**config.mk**
```make
export PLATFORM = sky130hd
export DESIGN_NAME = write_back
export DESIGN_NICKNAME = d
export VERILOG_FILES = /design/src/rtl/wb_pkg.sv /design/src/rtl/wb_load_align.sv /design/src/rtl/write_back.sv
export SDC_FILE = /design/constraint.sdc
export NUM_CORES = 1
export LEC_CHECK = 0
export CAP_MARGIN = 40
export CORE_MARGIN = 5
export CORE_UTILIZATION = 38
export CTS_CLUSTER_DIAMETER = 100
export DETAILED_ROUTE_END_ITERATION = 10
export HOLD_SLACK_MARGIN = 0.03
export PLACE_DENSITY = 0.77
export RECOVER_POWER = 100
export SYNTH_ARGS = -nofsm -noshare
export SYNTH_HDL_FRONTEND = slang
export SYNTH_SLANG_ARGS = --single-unit
export TNS_END_PERCENT = 5
```
**constraint.sdc**
```tcl
create_clock -name clk -period 2.9 [get_ports clk]
set_input_delay 0.87 -clock clk [delete_from_list [all_inputs] [get_ports clk]]
set_output_delay 0.87 -clock clk [all_outputs]
set_load 0.1 [all_outputs]
```
**src/rtl/wb_pkg.sv**
```systemverilog
// Shared constants and types for the write-back stage.
package wb_pkg;

  localparam int unsigned OPC_LSB = 0;
  localparam int unsigned OPC_MSB = 6;
  localparam int unsigned F3_LSB  = 7;
  localparam int unsigned F3_MSB  = 9;

  localparam logic [6:0] OPC_LOAD = 7'b0000011;

  localparam logic [2:0] F3_LB  = 3'b000;
  localparam logic [2:0] F3_LH  = 3'b001;
  localparam logic [2:0] F3_LW  = 3'b010;
  localparam logic [2:0] F3_LD  = 3'b011;
  localparam logic [2:0] F3_LBU = 3'b100;
  localparam logic [2:0] F3_LHU = 3'b101;
  localparam logic [2:0] F3_LWU = 3'b110;

  typedef enum logic {
    IDLE = 1'b0,
    WAIT = 1'b1
  } wb_state_e;

endpackage

```
**src/rtl/wb_load_align.sv**
```systemverilog
// Combinational load alignment: selects byte/half/word at the offset and extends it.
module wb_load_align
  import wb_pkg::*;
#(
  parameter int unsigned XLEN  = 32,
  parameter int unsigned OFF_W = $clog2(XLEN / 8)
) (
  input  logic [2:0]       funct3,
  input  logic [OFF_W-1:0] off,
  input  logic [XLEN-1:0]  mem_rdata,
  output logic [XLEN-1:0]  data_c
);

  logic [7:0]  byte_v;
  logic [15:0] half_v;
  logic [31:0] word_v;

  // Half and word lanes ignore the offset bits below their own size.
  always_comb begin
    byte_v = 8'(mem_rdata >> {off, 3'b000});
    half_v = 16'(mem_rdata >> {off & ~OFF_W'(1), 3'b000});
    word_v = 32'(mem_rdata >> {off & ~OFF_W'(3), 3'b000});
  end

  always_comb begin
    data_c = mem_rdata;
    case (funct3)
      F3_LB:   data_c = XLEN'($signed(byte_v));
      F3_LBU:  data_c = XLEN'(byte_v);
      F3_LH:   data_c = XLEN'($signed(half_v));
      F3_LHU:  data_c = XLEN'(half_v);
      F3_LW:   data_c = XLEN'($signed(word_v));
      F3_LWU:  data_c = (XLEN == 64) ? XLEN'(word_v) : mem_rdata;
      F3_LD:   data_c = mem_rdata;
      default: data_c = mem_rdata;
    endcase
  end

endmodule

```
**src/rtl/write_back.sv**
```systemverilog
// Write-back stage: registers non-load results to the RF, runs loads through data memory.
// Optional memory-wait timeout enabled with `define WB_TIMEOUT_EN.
module write_back
  import wb_pkg::*;
#(
  parameter int unsigned XLEN           = 32,
  parameter int unsigned RA_W           = 5,
  parameter int unsigned CODE_W         = 12,
  parameter int unsigned TIMEOUT_CYCLES = 16
) (
  input  logic              clk,
  input  logic              rst,
  input  logic              in_valid,
  output logic              in_ready,
  input  logic              write_enabled,
  input  logic [CODE_W-1:0] code,
  input  logic [RA_W-1:0]   rd,
  input  logic [XLEN-1:0]   data_alu,
  input  logic [XLEN-1:0]   mem_address,
  output logic              mem_req,
  output logic [XLEN-1:0]   mem_addr,
  input  logic              mem_ack,
  input  logic [XLEN-1:0]   mem_rdata,
  output logic              rf_we,
  output logic [RA_W-1:0]   rf_addr,
  output logic [XLEN-1:0]   rf_data,
  output logic              busy,
  output logic              err
);

  localparam int unsigned   OFF_W    = $clog2(XLEN / 8);
  localparam logic [XLEN-1:0] OFF_MASK = XLEN'(XLEN / 8 - 1);

  wb_state_e        state_q, state_d;
  logic             mem_req_q, mem_req_d;
  logic [XLEN-1:0]  mem_addr_q, mem_addr_d;
  logic             busy_q, busy_d;
  logic             rf_we_q, rf_we_d;
  logic [RA_W-1:0]  rf_addr_q, rf_addr_d;
  logic [XLEN-1:0]  rf_data_q, rf_data_d;
  logic [RA_W-1:0]  rd_q, rd_d;
  logic             we_q, we_d;
  logic [2:0]       f3_q, f3_d;
  logic [OFF_W-1:0] off_q, off_d;
  logic [XLEN-1:0]  aligned_c;
  logic             xfer_c;
  logic             is_load_c;

`ifdef WB_TIMEOUT_EN
  localparam int unsigned CNT_W = $clog2(TIMEOUT_CYCLES + 1);
  logic [CNT_W-1:0] cnt_q, cnt_d;
  logic             err_q, err_d;
  logic             unused_ok;
  assign unused_ok = &{1'b0, code[CODE_W-1:F3_MSB+1]};
  assign err       = err_q;
`else
  logic unused_ok;
  assign unused_ok = &{1'b0, code[CODE_W-1:F3_MSB+1], 32'(TIMEOUT_CYCLES)};
  assign err       = 1'b0;
`endif

  assign in_ready  = (state_q == IDLE) && !rst;
  assign xfer_c    = in_valid && in_ready;
  assign is_load_c = (code[OPC_MSB:OPC_LSB] == OPC_LOAD);

  wb_load_align #(.XLEN(XLEN), .OFF_W(OFF_W)) u_align (
    .funct3    (f3_q),
    .off       (off_q),
    .mem_rdata (mem_rdata),
    .data_c    (aligned_c)
  );

  // Next-state and registered-output logic.
  always_comb begin
    state_d    = state_q;
    mem_req_d  = mem_req_q;
    mem_addr_d = mem_addr_q;
    busy_d     = busy_q;
    rf_we_d    = 1'b0;
    rf_addr_d  = rf_addr_q;
    rf_data_d  = rf_data_q;
    rd_d       = rd_q;
    we_d       = we_q;
    f3_d       = f3_q;
    off_d      = off_q;
`ifdef WB_TIMEOUT_EN
    cnt_d      = cnt_q;
    err_d      = 1'b0;
`endif
    case (state_q)
      IDLE: begin
        if (xfer_c) begin
          if (is_load_c) begin
            rd_d       = rd;
            we_d       = write_enabled;
            f3_d       = code[F3_MSB:F3_LSB];
            off_d      = mem_address[OFF_W-1:0];
            mem_req_d  = 1'b1;
            mem_addr_d = mem_address & ~OFF_MASK;
            busy_d     = 1'b1;
            state_d    = WAIT;
`ifdef WB_TIMEOUT_EN
            cnt_d      = '0;
`endif
          end else begin
            rf_we_d   = write_enabled && (rd != '0);
            rf_addr_d = rd;
            rf_data_d = data_alu;
          end
        end
      end
      WAIT: begin
        if (mem_ack) begin
          mem_req_d = 1'b0;
          busy_d    = 1'b0;
          state_d   = IDLE;
          rf_we_d   = we_q && (rd_q != '0);
          rf_addr_d = rd_q;
          rf_data_d = aligned_c;
        end
`ifdef WB_TIMEOUT_EN
        // An ack on the limit cycle takes the branch above and wins.
        else if (cnt_q == CNT_W'(TIMEOUT_CYCLES - 1)) begin
          mem_req_d = 1'b0;
          busy_d    = 1'b0;
          state_d   = IDLE;
          err_d     = 1'b1;
        end else begin
          cnt_d = cnt_q + CNT_W'(1);
        end
`endif
      end
    endcase
  end

  always_ff @(posedge clk or posedge rst) begin
    if (rst) begin
      state_q    <= IDLE;
      mem_req_q  <= 1'b0;
      mem_addr_q <= '0;
      busy_q     <= 1'b0;
      rf_we_q    <= 1'b0;
      rf_addr_q  <= '0;
      rf_data_q  <= '0;
      rd_q       <= '0;
      we_q       <= 1'b0;
      f3_q       <= '0;
      off_q      <= '0;
`ifdef WB_TIMEOUT_EN
      cnt_q      <= '0;
      err_q      <= 1'b0;
`endif
    end else begin
      state_q    <= state_d;
      mem_req_q  <= mem_req_d;
      mem_addr_q <= mem_addr_d;
      busy_q     <= busy_d;
      rf_we_q    <= rf_we_d;
      rf_addr_q  <= rf_addr_d;
      rf_data_q  <= rf_data_d;
      rd_q       <= rd_d;
      we_q       <= we_d;
      f3_q       <= f3_d;
      off_q      <= off_d;
`ifdef WB_TIMEOUT_EN
      cnt_q      <= cnt_d;
      err_q      <= err_d;
`endif
    end
  end

  assign mem_req  = mem_req_q;
  assign mem_addr = mem_addr_q;
  assign busy     = busy_q;
  assign rf_we    = rf_we_q;
  assign rf_addr  = rf_addr_q;
  assign rf_data  = rf_data_q;

endmodule

```
==> results by stage <==
Status:
- The flow ran to the end, and the final reports show no timing, DRC or antenna violations.

Placed design:
- Counting tap cells, the placed design contains a total of 675 instances.
- Before CTS, the worst setup slack after placement is -79.3 ps.
- Detailed placement ended at an HPWL of 10.4 mm.
- The global placement routability congestion is 0.856.
- Input and output buffers added on the ports amount to 186.
- The post-detailed-placement cell area is 6090 sq um.

Synth:
- The mean post-synth cell area is 11.7 sq um.
- The cell taking the most area after synthesis is sky130_fd_sc_hd__dfrtp_1.
- The portion of the post-synthesis area used by sequential elements is 48.1%.
- In the post-synthesis netlist, the biggest area contributors are sky130_fd_sc_hd__dfrtp_1 (48%), sky130_fd_sc_hd__mux2_4 (14%), sky130_fd_sc_hd__mux2i_1 (4.7%), sky130_fd_sc_hd__nand3_1 (3.4%), sky130_fd_sc_hd__o221ai_1 (2.9%).
- The synthesized cell area is 4220 sq um.
- The number of warning messages in the yosys log is 0.
- The synthesized flop and latch total is 81.
- Synthesis produced 361 cells.
- The main flop type after synthesis is sky130_fd_sc_hd__dfrtp_1.
- The share of the synthesized area in the top cell type is 48.1%.
- In this run, distinct cell masters in the synthesized netlist total 42.
- The most used standard cell by instance count after synthesis is sky130_fd_sc_hd__dfrtp_1.
- The fraction of registers with async set/reset is 100%.
- Counting instances in the post-synthesis netlist gives the leading cell types as sky130_fd_sc_hd__dfrtp_1 (81), sky130_fd_sc_hd__mux2_4 (38), sky130_fd_sc_hd__nand3_1 (29).
- The number of flops mapped to enable cells by yosys is 0.

Cells and area:
- The combined area of the multi-input logic cells is 1840 sq um.
- The number of filler instances in the final layout is 1058.
- For this run, the number of standard cells in the final layout without fillers is 691.
- The finished cells cover 5830 sq um.
- 0 antenna diodes ended up in the layout.
- The layout-stage area growth over the synthesis result is 38.3%.
- The post-route netlist has 8.53% of its cells at a drive strength greater than 1.
- The count of nets after finishing is 664.
- The area taken by flip-flops and latches is 2030 sq um.

Clocking:
- The H-tree depth reported by CTS is 3.
- At the later pin of the worst-skew pair, clock insertion delay measures 360 ps.
- For this design, the sink count on the clock tree is 81.
- TritonCTS built the clock tree.
- After clock tree synthesis, the clock-pin slew on the worst setup and hold paths is 80 ps.
- The CTS root buffer is sky130_fd_sc_hd__clkbuf_8.
- No sink is reached through more buffers than the 2 on the longest clock path.
- The number of hold buffers added after cts is 0.
- In this run the post-CTS setup repair buffer count came out at 0.
- The number of instances resized during post-cts repair is 0.
- The number of buffers added by the clock tree synthesis step is 9.

Floorplan:
- 192 I/O pins were placed.
- The initial utilization of the core area, before any placement, comes to 38.9%.
- The die is 115 microns tall.
- The die is 115 microns wide.
- The area of the core region is 10800 sq um.
- Row generation in the floorplan step produced 38 rows.
- The die covers 13300 sq um.

Timing:
- The final setup slack of the worst path is 141 ps.
- The final number of hold-violating endpoints is 0.
- The final count of pins violating max slew is 0.
- Clock skew on the completed layout was measured at 5.48 ps.
- The final critical delay including setup and external delays is 2760 ps.
- Setup violations remaining at the end of the flow were counted as 0.
- The pin slew with the least headroom to its limit is 1220 ps.
- The worst pin sits at a relative slew slack of 19.1%.
- Setup repair after global routing left no endpoint under its margin.
- Of the available clock period, the critical path in the final layout requires 95.1%.
- The top achievable clock speed is 362 MHz.

Global routing:
- The pin count of the biggest net entering global routing is 32.
- Across every metal layer, demand over resource in global routing totals 20.2%.
- The first global-routing pass estimated 20.8 mm of wire.
- The initial antenna violation count came to 0.
- For this run the aggregate overflow at the end of global routing stands at 0.
- The number of global-route vias before repair came to 3884.

Drt:
- Using the TritonRoute via totals, the vias-per-cell ratio works out to 5.22.
- Across all layers, the routed design uses 3605 vias.
- In this run, the number of DRC markers left after iteration 0 of detailed routing was 289.
- The post-detailed-route count of antenna-violating nets is 0.
- The routed wire length is 13.3 mm.
- In the final routed layout, each cell accounts on average for 19.3 microns.
- After detailed routing, the number of remaining DRC violations is 0.
- The first detailed-routing pass ran for 4 iterations.

Power and ir drop:
- VDD sags by at most 0.310 mV.
- For this design the ratio of total power to cell area is 591 nW/um^2.
- Power comes to 3450 uW.
- The static leakage is 0.00254 uW.

Setup path:
- The type of element capturing the critical path is an output port.
- Of all nets on the critical path, the largest fanout is 2.
- The critical register-to-register path endpoint is rf_addr[4].
- The reg2reg setup slack is 830 ps.
- Data on the critical path is required at its endpoint by 2030 ps.
- The launch point of the worst path is rst.
- Data arrives at the worst endpoint at 1890 ps.
- The cell depth of the worst flop-to-flop path is 7.
- The worst reg2reg path startpoint is state_q.
- The category of the most critical setup path is primary input to output port.
- The startpoint class of the critical path is a primary input.

Min path:
- In this run the most critical hold path is launched from mem_addr[29].
- For hold timing, the worst endpoint is mem_addr[29].
- Along the worst hold path, the cell count comes to 1.
- The path class of the lowest-slack min-delay path is flip-flop to flip-flop.

Job:
- Across the run, the number of max-cap violations was 0.
-- flip-flops by register name, summed over array words and instances (netlist names) --
| name | count |
|---|---|
| busy | 1 |
| f3_q | 3 |
| mem_addr | 30 |
| off_q | 2 |
| rd_q | 5 |
| rf_addr | 5 |
| rf_data | 32 |
| rf_we | 1 |
| state_q | 1 |
| we_q | 1 |
-- routing by layer --
layer / wire (microns) / vias up / GRT usage (%)
met5: 0 / - / 0
li1: - / 1716 / -
met2: 6770 / 115 / 34.6
met1: 5640 / 1758 / 26.2
met4: 225 / 0 / 6.03
met3: 689 / 16 / 3.53
-- kinds of logic (layout without fill, tap and decap cells) --
family | after synthesis | after routing | share of synthesized area, %
multiplexers | 64 | 64 | 20.1
AND/OR/NAND/NOR | 84 | 84 | 9.91
AO/OA/AOI/OAI | 89 | 89 | 16.5
other | 1 | 3 | 0.0889
buffers and inverters | 42 | 230 | 5.28
flip-flops | 81 | 81 | 48.1
-- per-stage QoR --
| step | hold slack, ps | setup TNS, ps | util, % |
|---|---|---|---|
| floorplan | 479 | -4060 | - |
| CTS | 514 | 0 | 58.0 |
| detailed placement | 495 | -514 | 56.2 |
| finish | 499 | 0 | 53.8 |
| global route | 516 | 0 | 53.8 |
| global placement | 484 | -215 | 56.2 |
-- worst max-delay path, stage by stage --
cell                            delay [ps]
sky130_fd_sc_hd__dlygate4sd3_1         570
sky130_fd_sc_hd__nor2_1                230
sky130_fd_sc_hd__buf_12                210
-- final cells by class --
type                    instances  share of cell area, %
multi-input cells             240                   31.5
repair buffers                207                   26.9
well taps                     140                   3.00
clock buffers                  12                   2.49
clock inverters                 4                  0.879
inverters                       7                  0.472
flip-flops and latches         81                   34.7
-- power by group --
| part | switching, uW | internal, uW | total, uW |
|---|---|---|---|
| logic | 1010 | 286 | 1300 |
| clock network | 426 | 424 | 851 |
| registers | 68.7 | 1230 | 1300 |
-- placed cells by master (no fill, tap or decap), types with 16 or more instances in the layout --
cell type / count
sky130_fd_sc_hd__a211oi_1: 16
sky130_fd_sc_hd__clkdlybuf4s50_1: 114
sky130_fd_sc_hd__dfrtp_1: 81
sky130_fd_sc_hd__nand3_1: 29
sky130_fd_sc_hd__mux2_1: 35
sky130_fd_sc_hd__mux2i_1: 20
sky130_fd_sc_hd__o31ai_1: 16
sky130_fd_sc_hd__clkbuf_1: 76
sky130_fd_sc_hd__nor2_1: 27
-- how the worst max path moves through the flow --
stage / endpoint / slack (ps) / depth (start not counted)
5_1_grt: in_ready / 100 / 3
3_5_place_dp: rf_data[2] / -80 / 6
6_report: in_ready / 140 / 3
2_1_floorplan: busy / -50 / 1
4_1_cts: rf_data[1] / 310 / 6
3_3_place_gp: rf_data[4] / -30 / 6
(Power assumes the default switching activity.)
==> RTL change 1: new RTL, config.mk and constraints unchanged <==
Make the reset (`rst`) synchronous in one clocked block.
--- a/src/rtl/write_back.sv
+++ b/src/rtl/write_back.sv
@@ -134,5 +134,5 @@
   end
 
-  always_ff @(posedge clk or posedge rst) begin
+  always_ff @(posedge clk) begin
     if (rst) begin
       state_q    <= IDLE;
Function: differs if rst is asserted again (counterexample within 4 cycles, from zero or initial values and one cycle with rst high); with rst held inactive, the same outputs for 10 cycles.
==> RTL change 1 against the original RTL <==
Die area is 7.6% lower. Clock skew is 0.0056 ns higher. Wire length is 0.94% higher. Global-route usage is 0.91 points higher. First-iteration DRC count is 5.2% lower. Area after synthesis is 8.2% lower. Worst setup slack better by 0.24 ns. Cell count is 14% higher. Sequential cell count stayed put. Final area is 6.1% lower. Critical endpoint is now rf_data[7].
Power is not compared: it rests on default switching activity, and its combinational part moved more than twofold at a synthesized area within 25%.
==> RTL change 1: results (changes against the original RTL) <==
• **iteration count of the initial detailed-routing pass** 5, +1
• **worst reg-to-reg path cell count** 6, -1
• **combined global-route utilization of all metal layers** 21.11%, +0.91 points
• **total routed wirelength** 13.45 mm, +0.94%
• **Worst path slowest cell** sky130_fd_sc_hd__clkdlybuf4s50_1
• **run status** completed
• **sequential area share after synthesis** 41.90%, -6.2 points
• **post-placement worst setup slack** 0.1776 ns, +0.2569 ns
• **post-placement cell count** 776, +15%
• **HPWL reported at the end of detailed placement** 10.23 mm, -1.7%
• **RD Place Congestion** 0.9189, +7.3%
• **largest net degree at the start of global routing** 43, +34%
• **met3 track demand over resource** 8.352%, +4.8 points
• **Layout Skew** 0.01109 ns, +0.005611 ns
• **met1 Resource Use GR** 23.68%, -2.5 points
• **grt met2 use** 36.65%, +2.1 points
• **wire length on met1** 5.466 mm, -3.1%
• **largest cells by area after synthesis** sky130_fd_sc_hd__dfxtp_1, sky130_fd_sc_hd__nand2_1, sky130_fd_sc_hd__a21oi_1
• **first-pass GRT wire length** 21.23 mm, +1.9%
• **CP delay by family, top** simple AND/OR/NAND/NOR gates
• **Placed Instance Area** 5622 um2, -7.6%
• **number of cells on the worst hold path** 2, +1
• **worst hold margin** 0.4542 ns, -0.04435 ns
• **maximum fanout along the worst path** 11, +9
• **final cell count without fillers** 791, +14%
RTL change 1: cell types whose count changed in the layout (fill, tap and decap cells not counted), moves of 5 or more:
cell	unedited run	this run
sky130_fd_sc_hd__a21oi_1	2	77
sky130_fd_sc_hd__dfxtp_1	0	80
sky130_fd_sc_hd__mux2i_1	20	8
sky130_fd_sc_hd__buf_4	14	9
sky130_fd_sc_hd__mux2_1	35	0
sky130_fd_sc_hd__a22oi_1	7	0
sky130_fd_sc_hd__nand2_1	12	116
sky130_fd_sc_hd__o21ai_0	10	40
sky130_fd_sc_hd__o31ai_1	16	0
sky130_fd_sc_hd__dfrtp_1	81	0
sky130_fd_sc_hd__a2bb2oi_1	7	2
sky130_fd_sc_hd__nand3_1	29	2
sky130_fd_sc_hd__o221ai_1	14	1
sky130_fd_sc_hd__nor2b_1	6	1
RTL change 1: kinds of logic after synthesis:
group                  Yosys count  synth area share [%]
other                            1               0.09690
flip-flops                      81                 41.90
AO/OA/AOI/OAI                  175                 28.00
multiplexers                    15                 4.397
buffers and inverters           48                 6.595
AND/OR/NAND/NOR                164                 19.01
RTL change 1: cell type report:
type / count / area [um2]
multi-input cells: 357 / 1992
well taps: 133 / 166.4
repair buffers: 199 / 1515
flip-flops and latches: 81 / 1623
inverters: 6 / 22.52
clock inverters: 4 / 20.02
clock buffers: 11 / 141.4
fillers: 970 / 4384
RTL change 1: worst max-delay path by stage:
| stage | from | to |
|---|---|---|
| 4_1_cts | code[2] | rf_data[7] |
| 2_1_floorplan | rst | in_ready |
| 3_5_place_dp | code[2] | rf_data[10] |
| 5_1_grt | code[2] | rf_data[15] |
| 6_report | code[2] | rf_data[7] |
| 3_3_place_gp | code[2] | rf_data[7] |
==> RTL change 2: new RTL, same flow settings <==
Made on the original files. `RA_W`: 5 -> 10.
--- a/src/rtl/write_back.sv
+++ b/src/rtl/write_back.sv
@@ -5,5 +5,5 @@
 #(
   parameter int unsigned XLEN           = 32,
-  parameter int unsigned RA_W           = 5,
+  parameter int unsigned RA_W           = 10,
   parameter int unsigned CODE_W         = 12,
   parameter int unsigned TIMEOUT_CYCLES = 16
Ports: changed (resized rd and rf_addr); port bits go from 192 to 202. The function was not compared with the original's and may differ.
==> RTL change 2 against the original RTL <==
Wire length grew 13%. Via count grew 20%. Sequential cell count grew 10. Final area grew 13%. Area after synthesis grew 12%. Worst setup slack gained 0.061 ns. Register-to-register slack lost 0.08 ns. Sequential share of layout area shrank 0.15 points. Global-route usage grew 0.36 points. Die area grew 11%. Power grew 19%. Critical path type unchanged.
==> RTL change 2: results (changes against the original RTL) <==
• **run status** completed
• **sequential area share after synthesis** 48.25%, +0.19 points
• **routed vias** 4326, +20%
• **max incr delay on CP** 0.59 ns, +0.02 ns
• **share of layout cells above drive strength 1** 10.68%, +2.1 points
• **worst voltage drop across the vdd grid** 352.5 uV, +14%
• **Layout Skew** 0.005013 ns, -0.0004658 ns
• **fin nets** 755, +14%
• **worst reg-to-reg setup slack** 0.75 ns, -0.08 ns
• **clock slew at the register clock pins of the worst setup and hold paths** 0.06 ns, -0.02 ns
• **met3 track demand over resource** 6.014%, +2.5 points
• **HPWL reported at the end of detailed placement** 11.38 mm, +9.4%
• **Min-Delay Startpoint** mem_addr[20]
• **worst reg-to-reg path cell count** 4, -3
• **combined global-route utilization of all metal layers** 20.56%, +0.36 points
• **vias in the first global route** 4551, +17%
• **internal power component** 2.389 mW, +23%
• **largest net degree at the start of global routing** 43, +34%
• **met1 Resource Use GR** 24.28%, -1.9 points
• **R2R Path End** rf_data[1]
• **Port Buffers** 196, +5.4%
• **hold path endpoint** mem_addr[20]
• **sum of met2 wire segment lengths after detailed routing** 7.448 mm, +10%
• **fraction of synthesized area in multiplexers** 16.73%, -3.4 points
• **library cells used by synthesis** 41, -2.4%
• **grt met2 use** 34.78%, +0.22 points
• **first-pass GRT wire length** 23.73 mm, +14%
## RTL change 2: changes by cell type in the layout (fill, tap and decap cells not counted), sizes merged, moves of 5 or more
cell	before	now
a21oi	2	11
a22oi	7	0
a2bb2oi	7	0
a31oi	1	9
clkdlybuf4s50	114	119
dfrtp	81	91
mux2i	20	26
nand2	12	48
nand3	30	35
nor2	27	22
nor3	1	8
nor4	0	6
o21ai	10	28
o22ai	7	1
## RTL change 2: area by class of cell
cell class                 count  area (um2)
antenna                        1       2.502
clock buffer                  10       239.0
clock inverter                 6       65.06
fill                        1144        5524
inverter                       8       31.28
multi-input combinational    311        2126
sequential                    91        2278
tap                          168       210.2
timing repair buffer         211        1635
## RTL change 2: power by group through the flow
stage / combinational (mW) / clock [mW] / sequential (mW)
floorplan: 0.298 / 0 / 2.27
global placement: 1.53 / 0 / 1.48
detailed placement: 1.55 / 0 / 1.49
CTS: 1.55 / 1.23 / 1.47
global route: 1.49 / 1.28 / 1.48
finish: 1.43 / 1.20 / 1.46
## RTL change 2: per-stage QoR
stage / utilization (%) / instances / setup TNS, ns / hold slack [ns] / instance area, um2
after CTS: 57.53 / 805 / 0 / 0.4976 / 6968
after global routing: 54.37 / 805 / 0 / 0.5060 / 6585
after floorplan: - / 449 / -30.36 / 0.4798 / 4730
after global placement: 54.96 / 788 / 0 / 0.4761 / 6656
after detailed placement: 55.02 / 789 / 0 / 0.4829 / 6664
final: 54.39 / 806 / 0 / 0.4910 / 6588
## RTL change 2: worst max path at each step
stage                  startpoint            to  slack [ns]  depth (start not counted)
global route              code[2]  mem_addr[15]        0.15                          5
CTS                           rst      in_ready        0.28                          3
floorplan                     rst          busy       -0.33                          1
finish                        rst      in_ready        0.20                          3
detailed placement            rst   rf_data[28]        0.19                          6
global placement    mem_rdata[31]   rf_data[29]        0.21                          5
